`src/rtl/uart_pkg.sv`:
```
// Shared UART definitions: receiver/transmitter state encoding, data width and
// the clocks-per-oversample-tick divider calculation.
package uart_pkg;

  localparam int DATA_W = 8;

  typedef enum logic [2:0] {
    ST_IDLE      = 3'd0,
    ST_START     = 3'd1,
    ST_DATA      = 3'd2,
    ST_STOP      = 3'd3,
    ST_WAIT_IDLE = 3'd4
  } uart_state_e;

  // Truncating divide; a result below 1 is a parameter error and is clamped to 1.
  function automatic int calc_div(input longint clk_hz, input longint baud,
                                  input longint oversample);
    longint div;
    div = clk_hz / (baud * oversample);
    return (div < 1) ? 1 : int'(div);
  endfunction

endpackage

```
`src/rtl/uart_baud_tick.sv`:
```
// Free-running oversample tick generator: one-cycle o_tick every DIV clocks.
module uart_baud_tick
  import uart_pkg::*;
#(
  parameter int CLK_HZ     = 100_000_000,
  parameter int BAUD       = 115200,
  parameter int OVERSAMPLE = 16
) (
  input  logic i_clk,
  input  logic i_rst,
  output logic o_tick
);

  localparam int DIV   = calc_div(CLK_HZ, BAUD, OVERSAMPLE);
  localparam int CNT_W = (DIV > 1) ? $clog2(DIV) : 1;
  localparam logic [CNT_W-1:0] CNT_LAST = CNT_W'(DIV - 1);

  logic [CNT_W-1:0] cnt_q, cnt_d;

  always_comb begin
    o_tick = (cnt_q == CNT_LAST);
    cnt_d  = o_tick ? '0 : cnt_q + CNT_W'(1);
  end

  always_ff @(posedge i_clk or posedge i_rst) begin
    if (i_rst) cnt_q <= '0;
    else       cnt_q <= cnt_d;
  end

endmodule

```
`src/rtl/uart_rx_ctrl.sv`:
```
// 8N1 UART receiver: pin synchroniser, start/data/stop sequencing on the
// oversample tick, and a valid/ack holding register with overrun tracking.
//
// state        | meaning
// IDLE         | line idle, waiting for rx_s low
// START        | confirming start bit at its midpoint
// DATA         | sampling 8 data bits LSB first, one per OVERSAMPLE ticks
// STOP         | sampling stop bit; high loads byte, low flags frame error
// WAIT_IDLE    | after framing error, wait for line to return high
module uart_rx_ctrl
  import uart_pkg::*;
#(
  parameter int CLK_HZ     = 100_000_000,
  parameter int BAUD       = 115200,
  parameter int OVERSAMPLE = 16
) (
  input  logic              i_clk,
  input  logic              i_rst,
  input  logic              i_rx,
  input  logic              i_rx_ack,
  output logic [DATA_W-1:0] o_rx_byte,
  output logic              o_rx_valid,
  output logic              o_frame_err,
  output logic              o_overrun,
  output logic              o_busy
);

  localparam int CNT_W = $clog2(OVERSAMPLE);
  localparam int BIT_W = $clog2(DATA_W);
  localparam logic [CNT_W-1:0] CNT_HALF = CNT_W'(OVERSAMPLE / 2 - 1);
  localparam logic [CNT_W-1:0] CNT_LAST = CNT_W'(OVERSAMPLE - 1);
  localparam logic [BIT_W-1:0] BIT_LAST = BIT_W'(DATA_W - 1);

  logic tick;
  logic rx_s;
  logic load;

  logic              sync1_q, sync2_q;
  uart_state_e       state_q, state_d;
  logic [CNT_W-1:0]  cnt_q, cnt_d;
  logic [BIT_W-1:0]  bit_idx_q, bit_idx_d;
  logic [DATA_W-1:0] shift_q, shift_d;
  logic [DATA_W-1:0] byte_q, byte_d;
  logic              valid_q, valid_d;
  logic              overrun_q, overrun_d;
  logic              frame_err_q, frame_err_d;

  uart_baud_tick #(
    .CLK_HZ    (CLK_HZ),
    .BAUD      (BAUD),
    .OVERSAMPLE(OVERSAMPLE)
  ) u_baud_tick (
    .i_clk (i_clk),
    .i_rst (i_rst),
    .o_tick(tick)
  );

  // Synchroniser resets to the idle line level so reset release cannot look like a start bit.
  always_ff @(posedge i_clk or posedge i_rst) begin
    if (i_rst) begin
      sync1_q <= 1'b1;
      sync2_q <= 1'b1;
    end else begin
      sync1_q <= i_rx;
      sync2_q <= sync1_q;
    end
  end

  assign rx_s = sync2_q;

  always_comb begin
    state_d     = state_q;
    cnt_d       = cnt_q;
    bit_idx_d   = bit_idx_q;
    shift_d     = shift_q;
    byte_d      = byte_q;
    valid_d     = valid_q;
    overrun_d   = overrun_q;
    frame_err_d = 1'b0;
    load        = 1'b0;

    case (state_q)
      ST_IDLE: begin
        if (tick && !rx_s) begin
          state_d = ST_START;
          cnt_d   = '0;
        end
      end
      ST_START: begin
        if (tick) begin
          if (cnt_q == CNT_HALF) begin
            cnt_d     = '0;
            bit_idx_d = '0;
            state_d   = rx_s ? ST_IDLE : ST_DATA;
          end else begin
            cnt_d = cnt_q + CNT_W'(1);
          end
        end
      end
      ST_DATA: begin
        if (tick) begin
          if (cnt_q == CNT_LAST) begin
            shift_d   = {rx_s, shift_q[DATA_W-1:1]};
            cnt_d     = '0;
            bit_idx_d = bit_idx_q + BIT_W'(1);
            if (bit_idx_q == BIT_LAST) state_d = ST_STOP;
          end else begin
            cnt_d = cnt_q + CNT_W'(1);
          end
        end
      end
      ST_STOP: begin
        if (tick) begin
          if (cnt_q == CNT_LAST) begin
            cnt_d = '0;
            if (rx_s) begin
              load    = 1'b1;
              state_d = ST_IDLE;
            end else begin
              frame_err_d = 1'b1;
              state_d     = ST_WAIT_IDLE;
            end
          end else begin
            cnt_d = cnt_q + CNT_W'(1);
          end
        end
      end
      ST_WAIT_IDLE: begin
        if (rx_s) state_d = ST_IDLE;
      end
      default: state_d = ST_IDLE;
    endcase

    // A simultaneous ack consumes the old byte, so the overwrite is not an overrun.
    if (load) begin
      byte_d    = shift_q;
      valid_d   = 1'b1;
      overrun_d = valid_q & ~i_rx_ack;
    end else if (i_rx_ack && valid_q) begin
      valid_d   = 1'b0;
      overrun_d = 1'b0;
    end
  end

  always_ff @(posedge i_clk or posedge i_rst) begin
    if (i_rst) begin
      state_q     <= ST_IDLE;
      cnt_q       <= '0;
      bit_idx_q   <= '0;
      shift_q     <= '0;
      byte_q      <= '0;
      valid_q     <= 1'b0;
      overrun_q   <= 1'b0;
      frame_err_q <= 1'b0;
    end else begin
      state_q     <= state_d;
      cnt_q       <= cnt_d;
      bit_idx_q   <= bit_idx_d;
      shift_q     <= shift_d;
      byte_q      <= byte_d;
      valid_q     <= valid_d;
      overrun_q   <= overrun_d;
      frame_err_q <= frame_err_d;
    end
  end

  assign o_rx_byte   = byte_q;
  assign o_rx_valid  = valid_q;
  assign o_overrun   = overrun_q;
  assign o_frame_err = frame_err_q;
  assign o_busy      = (state_q != ST_IDLE);

endmodule

```
`config.mk`:
```
export PLATFORM = sky130hd
export DESIGN_NAME = uart_rx_ctrl
export DESIGN_NICKNAME = d
export VERILOG_FILES = /design/src/rtl/uart_pkg.sv /design/src/rtl/uart_baud_tick.sv /design/src/rtl/uart_rx_ctrl.sv
export SDC_FILE = /design/constraint.sdc
export NUM_CORES = 1
export LEC_CHECK = 0
export ABC_CLOCK_PERIOD_IN_PS = 4600
export BUFFER_PORTS_ARGS = -buffer_cell sky130_fd_sc_hd__buf_4
export CORE_MARGIN = 8
export CORE_UTILIZATION = 35
export CTS_CLUSTER_DIAMETER = 100
export DETAILED_ROUTE_END_ITERATION = 10
export PLACE_DENSITY = 0.49
export REMOVE_ABC_BUFFERS = 1
export SLEW_MARGIN = 30
export SYNTH_ARGS = -nofsm -noshare
export SYNTH_HDL_FRONTEND = slang
export SYNTH_SLANG_ARGS = --single-unit
export TNS_END_PERCENT = 5
```
`constraint.sdc`:
```
create_clock -name i_clk -period 4.6 [get_ports i_clk]
set_clock_uncertainty 0.1 [all_clocks]
set_input_delay 0.69 -clock i_clk [delete_from_list [all_inputs] [get_ports i_clk]]
set_output_delay 0.69 -clock i_clk [all_outputs]
set_load 0.02 [all_outputs]
```
==> results.txt <==
The count of endpoints failing hold in the final timing report is 0. In this run the most used layer during global routing was met2. Across the whole layout, storage elements account for 928 um2.

The worst-margin pin slew is 0.760 ns. The number of nets in the layout came out at 177. The first-pass GRT wire length is 5550 um.

The power density of the placed cells is 307 nW/um2. The top achievable clock speed is 0.450 GHz. Row generation in the floorplan step produced 25 rows. The number of buffers added for setup after CTS came out at 0.

The summed area of non-filler cells in the final layout came out at 2020 um2. The number of diodes added for antenna fixing came out at 0. The internal power consumption came out at 0.506 mW. The detailed-route wire length per cell is 13.6 um. In this run the vertical extent of the chip is 86.0 um. The detailed-routing iteration count for the pre-antenna-repair pass is 4.

The I/O pin count is 16. The global-route usage over all layers is 9.46%. Dividing the detail-routed via count by the number of cells gives 4.93. Clock tree synthesis inserted a total of 5 buffers. In this run the most critical hold path is launched from sync1_q$_DFF_PP1_. The global-route track usage on met2 is 14.7%. The met1 capacity usage during global routing came out at 11.9%. After layout, the worst path uses 48.4% of the clock period. The clock period minus worst slack is 2.22 ns. In this run, synthesis produced a sequential element count of 37.

The worst relative slew slack is 48.9%. The post-route worst hold slack came out at 0.258 ns. The number of buffers between clock root and the deepest sink is 2. The multi-input combinational cell area is 742 um2. The part of the power in registers is 52.8%. The post-placement worst setup slack is 2.38 ns. The setup slack of the critical path after layout came out at 2.38 ns.

The relative area change from synthesis to final layout came out at 18.0%. The setup-violating endpoint count in the final report came out at 0. The leftover overflow at the end of global routing is 0. The worst endpoint data arrival time came out at 1.43 ns.

The routed layout has 1164 vias. The number of global-route vias before repair came out at 1189. Setup repair after global routing left no endpoint under its margin. The total net switching power came out at 0.116 mW. Along the worst path, the maximum fanout reaches 9. The maximum level of the CTS H-tree is 2. For this run, design rule violations remaining after detail routing come to 0. The startpoint of the lowest-slack register-to-register path is u_baud_tick.cnt_q[1]$_DFF_PP0_. Counting flops with a built-in enable in the synthesized netlist gives 0. The initial cell density of the core is 36.3%. The last weighted congestion value of the routability-driven placer came out at 0.769. Buffers inserted to repair hold after CTS numbered 0.

The overall die width came out at 86.0 um. The run finished with clean final reports. Input and output buffers added on the ports amount to 15. In this run, post-CTS repair resized a total of 0 instances. The number of antenna violations at the first check in global routing is 0. A synthesized cell averages 11.6 um2. The final layout contains routed wiring with a total length of 3220 um. The number of distinct library cell variants in the gate-level netlist after synthesis came out at 36. The primary flip-flop cell chosen by synthesis mapping is sky130_fd_sc_hd__dfrtp_1. The worst setup path is captured at an output pin.

Across the run, the number of max-cap violations was 0. For this block, the initial DRC count from the detailed router was 78. The clock latency of the later-clocked register in the worst-skew pair is 0.28 ns.

For hold timing, the worst endpoint is rx_s$_DFF_PP1_. The die covers 7400 um2. The cell area after placement is 1910 um2. The antenna violation net count after detailed routing is 0. The worst setup path is launched from a flop.

The cell area that synthesis handed to floorplanning was 1720 um2. Entering global routing, the biggest net connects 38 pins. For this run, global-route usage on met3 was measured as 3.34%. The setup check on the worst reg-to-reg path leaves a slack of 2.40 ns. The tree is rooted in a sky130_fd_sc_hd__clkbuf_8. STA puts the critical path data required time at 3.81 ns. The share of the yosys chip area belonging to registers came out at 54.1%. The endpoint identified for the worst register-to-register timing path is o_rx_byte[5]$_DFFE_PP0P_.

The cell depth of the worst hold path came out at 0. The CTS clock-pin slew for the worst setup and hold paths is 0.07 ns. The maximum resistive drop on vdd came out at 0.147 mV. The number of cells on the worst reg-to-reg path came out at 5. Summed over all cells, the static leakage comes to 0.935 nW. The combinational cell fraction of total power is 1.5%.

The min-delay analysis places its worst path in the category reg -> reg. The final sum of negative setup slack came out at 0 ns. After legalization and detailed placement, the total HPWL measured 2300 um. The standard cell core area came out at 4720 um2. The number of pins with negative max-slew slack in the final report is 0.

After filler insertion, the fill cell instance count of the layout stands at 449. In this run switching power makes up 18.6% of total power. The clock network is responsible for 45.8% of the overall power. TritonCTS built the clock tree. Overall power consumption after layout is estimated at 0.622 mW. Counting every instance in the synthesized netlist gives 148. The worst setup path is of the reg -> out kind.

Yosys printed 0 warnings. Clock tree synthesis found a total of 37 sinks. The post-synthesis async set-or-reset flop share is 100%. Cells with a size suffix above 1 make up 27.2% of the layout.
==> cells by family (layout without fill, tap and decap cells) <==
family	Yosys count	after routing	share of synthesized area, %
buf+inv	11	32	2.63
simple gates	52	52	17.4
compound gates	21	21	8.46
flops	37	37	54.1
mux	19	19	12.3
xor+xnor	3	3	1.53
fa+ha+maj	5	5	3.65
==> metrics by stage <==
step	instances	util [%]
2_1_floorplan	144	-
3_3_place_gp	228	40.4
3_5_place_dp	228	40.4
4_1_cts	236	42.9
5_1_grt	236	42.9
6_report	236	42.9
==> final cells by class <==
class                   count  share of cell area [%]
flip-flops and latches     37                    45.9
repair buffers             17                    6.30
multi-input cells         100                    36.7
clock buffers               7                    4.26
clock inverters             1                    1.48
inverters                   7                    1.30
well taps                  67                    4.14
==> worst max-delay path, cell delays in order (launching register included) <==
cell and delay, ns:
sky130_fd_sc_hd__dfrtp_1 0.49, sky130_fd_sc_hd__nor2_1 0.38, sky130_fd_sc_hd__nand2_1 0.11, sky130_fd_sc_hd__buf_4 0.17
==> cell usage in the layout (no fill, tap or decap), types with 2 or more instances in the layout <==
cell type                  instances
sky130_fd_sc_hd__dfrtp_1          35
sky130_fd_sc_hd__buf_4            17
sky130_fd_sc_hd__nor2_1           16
sky130_fd_sc_hd__mux2_2           14
sky130_fd_sc_hd__nand2_1          11
sky130_fd_sc_hd__nand3_1           8
sky130_fd_sc_hd__inv_1             7
sky130_fd_sc_hd__o21ai_0           6
sky130_fd_sc_hd__clkbuf_8          6
sky130_fd_sc_hd__ha_1              5
sky130_fd_sc_hd__a21oi_1           4
sky130_fd_sc_hd__o31ai_1           4
sky130_fd_sc_hd__and2_1            3
sky130_fd_sc_hd__mux2i_1           3
sky130_fd_sc_hd__nand3b_4          2
sky130_fd_sc_hd__nor3_1            2
sky130_fd_sc_hd__nand4_1           2
sky130_fd_sc_hd__mux2_1            2
sky130_fd_sc_hd__xor2_1            2
sky130_fd_sc_hd__dfstp_2           2
==> synthesized netlist by cell type (2+ instances only) <==
cell type	number	share of area, %
sky130_fd_sc_hd__and2_1	3	1.1
sky130_fd_sc_hd__buf_2	3	0.88
sky130_fd_sc_hd__inv_1	7	1.5
sky130_fd_sc_hd__nand4_1	2	0.73
sky130_fd_sc_hd__a21oi_1	4	1.2
sky130_fd_sc_hd__nand3b_4	2	2.3
sky130_fd_sc_hd__xor2_1	2	1.0
sky130_fd_sc_hd__mux2_1	2	1.3
sky130_fd_sc_hd__o31ai_1	4	1.8
sky130_fd_sc_hd__nand2_1	11	2.4
sky130_fd_sc_hd__mux2i_1	3	1.8
sky130_fd_sc_hd__nor3_1	2	0.58
sky130_fd_sc_hd__o21ai_0	6	1.8
sky130_fd_sc_hd__dfstp_2	2	3.1
sky130_fd_sc_hd__ha_1	5	3.6
sky130_fd_sc_hd__dfrtp_1	35	51
sky130_fd_sc_hd__nor2_1	16	3.5
sky130_fd_sc_hd__mux2_2	14	9.2
sky130_fd_sc_hd__nand3_1	8	2.3
==> sequential cells by signal (all words and copies together) (netlist names) <==
signal,flops
sync1_q,1
cnt_q,4
rx_s,1
o_rx_byte,8
u_baud_tick.cnt_q,6
o_frame_err,1
o_rx_valid,1
state_q,3
bit_idx_q,3
o_overrun,1
shift_q,8
==> power groups by stage <==
| stage | combinational [mW] | clock (mW) | sequential (mW) |
|---|---|---|---|
| final | 0.00908 | 0.285 | 0.328 |
| after CTS | 0.00980 | 0.296 | 0.328 |
| after floorplan | 0.00516 | 0 | 0.334 |
| after global routing | 0.0110 | 0.311 | 0.328 |
| after detailed placement | 0.00968 | 0 | 0.334 |
| after global placement | 0.00960 | 0 | 0.334 |
==> worst max path at each step <==
stage	slack, ns	endpoint	from
after floorplan	2.43	shift_q[0]$_DFFE_PP0P_	u_baud_tick.cnt_q[1]$_DFF_PP0_
after global placement	2.47	o_rx_byte[7]$_DFFE_PP0P_	u_baud_tick.cnt_q[1]$_DFF_PP0_
after detailed placement	2.38	o_rx_byte[5]$_DFFE_PP0P_	u_baud_tick.cnt_q[1]$_DFF_PP0_
after CTS	2.36	o_busy	state_q[0]$_DFFE_PP0P_
after global routing	2.27	o_rx_byte[4]$_DFFE_PP0P_	cnt_q[0]$_DFFE_PP0P_
final	2.38	o_busy	state_q[0]$_DFFE_PP0P_
==> per-layer routing <==
| layer | vias up | wire (um) |
|---|---|---|
| li1 | 563 | - |
| met4 | 0 | 19 |
| met5 | - | 0 |
| met3 | 2 | 79 |
| met1 | 588 | 1530 |
| met2 | 11 | 1590 |
No activity file was read; power rests on OpenSTA's default activity.
